### src/rtl/pipeline_hazard_ctrl.sv
// Pipeline register sequencer: per-stage enable/flush, PC enable and halt/dcache-flush sequencing.
// Optional performance counters are built in when STALL_CTR_EN is defined.
module pipeline_hazard_ctrl #(
  parameter int REG_AW = 5,
  parameter int CNT_W  = 32
) (
  input  logic              CLK,
  input  logic              nRST,
  input  logic              ihit,
  input  logic              dhit,
  input  logic              mem_dreq,
  input  logic [REG_AW-1:0] id_rs,
  input  logic [REG_AW-1:0] id_rt,
  input  logic [REG_AW-1:0] ex_rd,
  input  logic              ex_memread,
  input  logic              ex_redirect,
  input  logic              wb_halt,
  input  logic              dflush_done,
  output logic              pc_en,
  output logic              if_id_en,
  output logic              id_ex_en,
  output logic              ex_mem_en,
  output logic              mem_wb_en,
  output logic              if_id_flush,
  output logic              id_ex_flush,
  output logic              ex_mem_flush,
  output logic              mem_wb_flush,
  output logic              dflush_req,
  output logic              halt,
  output logic [1:0]        state
`ifdef STALL_CTR_EN
  ,
  output logic [CNT_W-1:0]  cyc_cnt,
  output logic [CNT_W-1:0]  dstall_cnt,
  output logic [CNT_W-1:0]  lu_stall_cnt,
  output logic [CNT_W-1:0]  istall_cnt,
  output logic [CNT_W-1:0]  redirect_cnt
`endif
);

  typedef enum logic [1:0] {
    BOOT   = 2'd0,
    RUN    = 2'd1,
    DFLUSH = 2'd2,
    HALTED = 2'd3
  } state_t;

  state_t state_r;
  state_t state_next_s;
  logic   load_use_s;
  logic   dstall_s;
  logic   lu_s;
  logic   istall_s;
  logic   redir_s;

  // A load to r0 never creates a dependency, so it cannot stall.
  assign load_use_s = ex_memread && (ex_rd != {REG_AW{1'b0}}) &&
                      ((ex_rd == id_rs) || (ex_rd == id_rt));

  assign state = state_r;

  // Sequencer state register.
  always_ff @(posedge CLK or negedge nRST) begin
    if (!nRST) begin
      state_r <= BOOT;
    end else begin
      state_r <= state_next_s;
    end
  end

  // Next-state and per-stage enable/flush decode; RUN causes are prioritised top-down.
  always_comb begin
    state_next_s = state_r;
    pc_en        = 1'b0;
    if_id_en     = 1'b0;
    id_ex_en     = 1'b0;
    ex_mem_en    = 1'b0;
    mem_wb_en    = 1'b0;
    if_id_flush  = 1'b0;
    id_ex_flush  = 1'b0;
    ex_mem_flush = 1'b0;
    mem_wb_flush = 1'b0;
    dflush_req   = 1'b0;
    halt         = 1'b0;
    dstall_s     = 1'b0;
    lu_s         = 1'b0;
    istall_s     = 1'b0;
    redir_s      = 1'b0;
    case (state_r)
      BOOT: begin
        if_id_flush  = 1'b1;
        id_ex_flush  = 1'b1;
        ex_mem_flush = 1'b1;
        mem_wb_flush = 1'b1;
        state_next_s = RUN;
      end
      RUN: begin
        if (wb_halt) begin
          state_next_s = DFLUSH;
        end else if (mem_dreq && !dhit) begin
          dstall_s = 1'b1;
        end else if (ex_redirect) begin
          redir_s     = 1'b1;
          pc_en       = 1'b1;
          if_id_flush = 1'b1;
          id_ex_flush = 1'b1;
          ex_mem_en   = 1'b1;
          mem_wb_en   = 1'b1;
        end else if (load_use_s) begin
          // IF/ID holds its instruction; a bubble goes into ID/EX.
          lu_s        = 1'b1;
          id_ex_flush = 1'b1;
          ex_mem_en   = 1'b1;
          mem_wb_en   = 1'b1;
        end else if (!ihit) begin
          istall_s    = 1'b1;
          if_id_flush = 1'b1;
          id_ex_en    = 1'b1;
          ex_mem_en   = 1'b1;
          mem_wb_en   = 1'b1;
        end else begin
          pc_en     = 1'b1;
          if_id_en  = 1'b1;
          id_ex_en  = 1'b1;
          ex_mem_en = 1'b1;
          mem_wb_en = 1'b1;
        end
      end
      DFLUSH: begin
        dflush_req = 1'b1;
        if (dflush_done) begin
          state_next_s = HALTED;
        end else begin
          state_next_s = DFLUSH;
        end
      end
      HALTED: begin
        halt         = 1'b1;
        state_next_s = HALTED;
      end
      default: begin
        state_next_s = BOOT;
      end
    endcase
  end

`ifdef STALL_CTR_EN
  // Performance counters advance only while running; each RUN cycle bumps at most one cause.
  always_ff @(posedge CLK or negedge nRST) begin
    if (!nRST) begin
      cyc_cnt      <= {CNT_W{1'b0}};
      dstall_cnt   <= {CNT_W{1'b0}};
      lu_stall_cnt <= {CNT_W{1'b0}};
      istall_cnt   <= {CNT_W{1'b0}};
      redirect_cnt <= {CNT_W{1'b0}};
    end else if (state_r == RUN) begin
      cyc_cnt <= cyc_cnt + CNT_W'(1);
      if (dstall_s) dstall_cnt <= dstall_cnt + CNT_W'(1);
      if (lu_s) lu_stall_cnt <= lu_stall_cnt + CNT_W'(1);
      if (istall_s) istall_cnt <= istall_cnt + CNT_W'(1);
      if (redir_s) redirect_cnt <= redirect_cnt + CNT_W'(1);
    end
  end
`else
  logic unused_s;
  assign unused_s = &{1'b0, dstall_s, lu_s, istall_s, redir_s};
`endif

endmodule

### config.mk
export PLATFORM = sky130hd
export DESIGN_NAME = pipeline_hazard_ctrl
export DESIGN_NICKNAME = d
export VERILOG_FILES = /design/src/rtl/pipeline_hazard_ctrl.sv
export SDC_FILE = /design/constraint.sdc
export NUM_CORES = 1
export LEC_CHECK = 0
export ABC_AREA = 1
export CORE_MARGIN = 1.5
export CORE_UTILIZATION = 33
export CTS_BUF_LIST = sky130_fd_sc_hd__clkbuf_16
export DETAILED_ROUTE_END_ITERATION = 8
export PLACE_DENSITY = 0.83
export SLEW_MARGIN = 25
export SYNTH_ARGS = -nofsm -noshare
export SYNTH_HDL_FRONTEND = slang
export SYNTH_SLANG_ARGS = --single-unit
export TNS_END_PERCENT = 10
### constraint.sdc
create_clock -name CLK -period 3 [get_ports CLK]
set_clock_uncertainty 0.1 [all_clocks]
set_input_delay 0.6 -clock CLK [delete_from_list [all_inputs] [get_ports CLK]]
set_output_delay 0.6 -clock CLK [all_outputs]
set_load 0.1 [all_outputs]
Word level (Yosys, flattened, before mapping)

Cells that the tools add are included.

Eq/ne operators: 6
Mux-type cells: 35
Reduce and logical (&&, ||, !) cells: 7

Operator list:

| cell                                                             | count |
|---|---|
| 1-bit two-way mux                                                | 31 |
| 5-bit == test                                                    | 2 |
| 2-bit case mux with 4 select lines                               | 1 |
| 5-bit nonzero test                                               | 1 |
| 2-bit == test (second input constant)                            | 2 |
| 1-bit case mux with 2 select lines                               | 2 |
| 1-bit logical AND                                                | 3 |
| 2-bit by 1-bit == test with 1-bit output (second input constant) | 1 |
| 2-bit zero test                                                  | 1 |
| 2-bit two-way mux                                                | 1 |
| 2-bit != test (second input constant)                            | 1 |
| 1-bit zero test                                                  | 1 |
| 1-bit logical OR                                                 | 1 |

Register bits after elaboration: 2
Bits of input ports: 24

Logic depth before layout (Yosys ltp)

Gate-level depths: netlist of the first run.

Depth in word-level cells: 8
Mapped depth: 11
Depth with buffers taken out: 11

Worst setup path after synthesis of the first run

No wires, ideal clock.

Kind: register to output
Start point: register state_r[0] (netlist: state[0])
End point: output pc_en
Data arrival time: 3380 ps
Path buffers: 0
Path slack: -1080 ps
Stages on the path, launching flop included: 7
Cells stage by stage: dfrtp_1 inv_2 nor2_2 nand2_2 nor2_4 inv_2 a21oi_1

Longest elaborated chain between the ends: 2

RTL lines:

| what                                     | line | RTL |
|---|---|---|
| start: declaration                       | 48   | `state_t state_r;` |
| start signal: assignment                 | 67   | `state_r <= state_next_s;` |
| 2-bit by 1-bit == test with 1-bit output | 89   | `case (state_r)` |
| 1-bit two-way mux                        | 89   |  |
| end: declaration                         | 19   | `output logic pc_en,` |

Every way passes these cells.

Final worst setup path of the first run

Start point: input ex_rd[1]
End point: output id_ex_flush

Longest elaborated chain between the ends: 8
Elaborated cells between the ends (all ways): 11
Classes of those cells: eq/ne (2); mux (5); reduce/logical (4)

RTL lines:

| what                                                         | line   | RTL |
|---|---|---|
| start: declaration                                           | 14     | `input logic [REG_AW-1:0] ex_rd,` |
| 5-bit == test / 5-bit nonzero test (equally long branches)   | 58, 57 |  |
| 1-bit logical OR / 1-bit logical AND (equally long branches) | 58, 57 |  |
| 1-bit logical AND (*)                                        | 57     | `assign load_use_s = ex_memread && (ex_rd != {REG_AW{1'b0}}) &&` |
| 1-bit two-way mux (*)                                        | 109    | `end else if (load_use_s) begin` |
| 1-bit two-way mux (*)                                        | 102    | `end else if (ex_redirect) begin` |
| 1-bit two-way mux (*)                                        | 100    | `end else if (mem_dreq && !dhit) begin` |
| 1-bit two-way mux (*)                                        | 98     | `if (wb_halt) begin` |
| 1-bit case mux with 2 select lines (*)                       | 89     |  |
| end: declaration                                             | 25     | `output logic id_ex_flush,` |

Every way passes the cells marked *; elsewhere a longest branch is shown, timed or not.

==> run summary, run 1 <==
Detailed routing
- Iteration-0 DRC Markers: 5
- post-route antenna net violation count: 0
- total number of vias: 594
- mean number of vias per cell: 4.368
- routed length per instance: 10.51 microns
- DRT Pass-1 Iters: 2
- post-detailed-route DRC marker count: 0
- Post-Route WL: 1429 microns

Cells and area
- Area Growth Syn to Fin: 121.5%
- share of final-layout standard cells stronger than drive strength 1: 28.69%
- # diodes: 0
- fillcell total: 88
- Non-Filler Cell Area, Final: 967.2 sq um
- FF+latch area: 57.56 sq um
- nets: 148
- final core utilization: 82.59%
- area of the multi-input gates: 295.3 sq um
- Largest register FFs: 2

STA
- Fin Hold WS: 0.4448 ns
- endpoints failing setup: 0
- fraction of the cycle the final worst path needs: 94.21%
- unrepaired setup endpoints after global routing: false
- final worst path period need: 2.826 ns
- count of pins over their slew limit: 0
- Setup Total Neg Slack: 0 ns
- slew margin rel.: 81.30%
- Fmax achieved: 353.8 MHz
- Tightest Pin Transition: 0.2828 ns
- hold violation count in the final report: 0

Synthesis
- post-synthesis adder-cell area fraction: 0%
- most area-hungry cell type in the Yosys netlist: nand2_1
- share of the synthesized netlist area taken by xor and xnor gates: 4.011%
- Mapped Avg Cell Area: 5.137 sq um
- compound-gate portion of the synthesized area: 5.158%
- portion of netlist area occupied by mux cells: 0%
- flops & latches, synth: 2
- register area share after synthesis: 11.46%
- Synth Area in Simple Gates: 52.15%
- Syn Nets: 109
- post-synthesis cell count: 85
- netlist area before placement: 436.7 sq um
- number of synthesized flops with an enable pin: 0
- top cells by instance count after synthesis: nand2_1, inv_1, nor2_1
- synth top area cells: nand2_1, inv_1, dfrtp_1
- most frequently used flop master after synthesis: dfrtp_1
- FFs w/ async S/R, synth: 100.0%
- Yosys top cell area share: 27.51%
- count of distinct cell types in the synthesized netlist: 19
- synthesis warning total: 0
- main combinational cell family by area after synthesis: simple AND/OR/NAND/NOR gates
- most common cell in the netlist: nand2_1

GRT
- final global-route overflow total: 0
- fraction of met3 tracks used by global routing: 1.705%
- global routing usage summed across all routing layers: 20.12%
- met1 GRT Util: 18.09%
- wire length of the first global-routing pass: 2104 microns
- antenna violations before repair: 0
- via count of the first global-routing pass: 570
- Most Used Layer, Global Route: met2
- M2 GR Usage: 43.75%
- pin count of the biggest net entering global routing: 7

Critical path
- number of cells traversed by the worst register-to-register path: 4
- required time of the worst setup path: 2.30 ns
- reg-to-reg endpoint: state[0]$_DFFE_PN0P_
- library cell contributing the largest single delay on the critical path: clkdlybuf4s50_1
- critical-path cell list: clkdlybuf4s50_1, inv_2, nand2_1, nand2_1, nor2_1, nand3_1, nand2_1, nand2_2, nand2_2, nand2_1, nand2_1, buf_12
- worst flop-to-flop path startpoint: state[1]$_DFFE_PN0P_
- arrival time of the worst setup path: 2.13 ns
- flop-to-flop setup slack: 1.95 ns
- maximum cell stage delay along the critical path: 0.52 ns
- critical path fanouts, max: 3
- critical setup path kind: primary input to primary output
- category of the worst setup path launch point: primary input
- most used cell along the critical path: nand2_1
- endpoint kind of the worst setup timing path: primary output

Clocking
- clock buffer count from CTS: 3
- number of gates resized after cts: 0
- TritonCTS sink count: 2
- Worst-path clk slew: 0.03 ns
- TritonCTS clock tree: built
- post-CTS setup buffers: 0
- clk buf depth: 2
- clock latency on the worst-skew pair: 0.22 ns
- clock root buffer: clkbuf_16
- number of H-tree levels: 1
- count of hold buffers inserted by post-cts repair: 0

Floorplanning
- top-level I/O count: 37
- Die H: 39.38 microns
- overall die width: 39.38 microns
- core outline area: 1171 sq um
- effective utilization at floorplan: 37.29%
- area enclosed by the die boundary: 1550 sq um
- Site Rows: 12

Placed design
- Final GP Congestion: 0.6791
- Detailed Place HPWL: 1159 microns
- DP Area: 892.1 sq um
- IO buf count: 36

Worst hold path
- Min-Delay Path Class: primary input to async pin

Pwr
- power density over cell area: 303.1 nW/um^2
- Max VDD drop: 604.2 uV
- Static Leakage: 0.4998 nW

Job
- max-cap viol count: 0

Outcome
- status: complete, no violations

through the flow:
step                setup slack (ns)  power (mW)  cells
floorplan                   -0.08645     0.05584     85
global placement              0.2367     0.09305    133
detailed placement            0.1880     0.09435    133
CTS                           0.1747      0.2963    136
global route                 0.05012      0.3056    136
finish                        0.1736      0.2932    136
cell type report:
| cell class | instances | area share [%] |
|---|---|---|
| multi-input cells | 57 | 30.53 |
| flip-flops and latches | 2 | 5.951 |
| inverters | 24 | 11.00 |
| clock buffers | 3 | 7.762 |
| well taps | 14 | 1.811 |
| repair buffers | 36 | 42.95 |
cell families (layout without fill, tap and decap cells):
logic type,after synthesis,count (layout)
DFF,2,2
and+or+nand+nor,51,51
xor gates and xnor gates,2,2
buffers and inverters,26,63
AOI/OAI and AO/OA,4,4
worst max path at each step:
stage	slack [ns]	end	start	cells past startpoint
after floorplan	-0.09	if_id_en	state[0]$_DFFE_PN0P_	6
after global placement	0.24	id_ex_flush	ex_rd[0]	12
after detailed placement	0.19	id_ex_flush	ex_rd[2]	12
after CTS	0.17	id_ex_flush	ex_rd[1]	12
after global routing	0.05	id_ex_flush	ex_rd[0]	12
final	0.17	id_ex_flush	ex_rd[1]	12
per-layer routing:
metal | share of wire (%) | vias to the layer above | routed length, microns
li1 | - | 315 | -
met1 | 37 | 262 | 528
met3 | 5.2 | 0 | 75
met4 | 0 | 0 | 0
met5 | 0 | - | 0
met2 | 58 | 17 | 826
power breakdown:
group	leakage, nW	switching (mW)	total [mW]	internal [mW]
combinational	0.445	0.0275	0.0670	0.0395
sequential	0.0179	0.0000000000000000696	0.0272	0.0272
clock	0.0370	0.0294	0.199	0.169
total	0.500	0.0570	0.293	0.236
critical path, delay by kind of cell:
family / cells / cell delay [ns]
buffers and inverters: 3 / 0.77
AND/OR/NAND/NOR: 9 / 0.75
placed cells by master (no fill, tap or decap):
cell type / Yosys / layout
a21oi_4: 0 / 1
buf_12: 0 / 7
buf_4: 2 / 6
bufinv_8: 1 / 1
clkbuf_16: 0 / 3
clkdlybuf4s50_1: 0 / 23
clkinv_1: 1 / 1
dfrtp_4: 0 / 2
inv_1: 16 / 16
inv_2: 6 / 5
inv_4: 0 / 1
nand2_1: 32 / 32
nand2_2: 3 / 3
nand3_1: 2 / 2
nand4_1: 1 / 1
nor2_1: 9 / 7
nor2_2: 1 / 2
nor2_4: 2 / 3
nor3_4: 0 / 1
o21ai_0: 1 / 1
o21ai_1: 1 / 1
o31ai_1: 1 / 1
xnor2_1: 2 / 2
Power figures use the tool's default switching activity.
==> inputs of run 2 (changes only) <==
Settings changed: CAP_MARGIN set to 15.
==> results of run 2 <==
The final DEF is identical to that of run 1; final timing and power are the same.
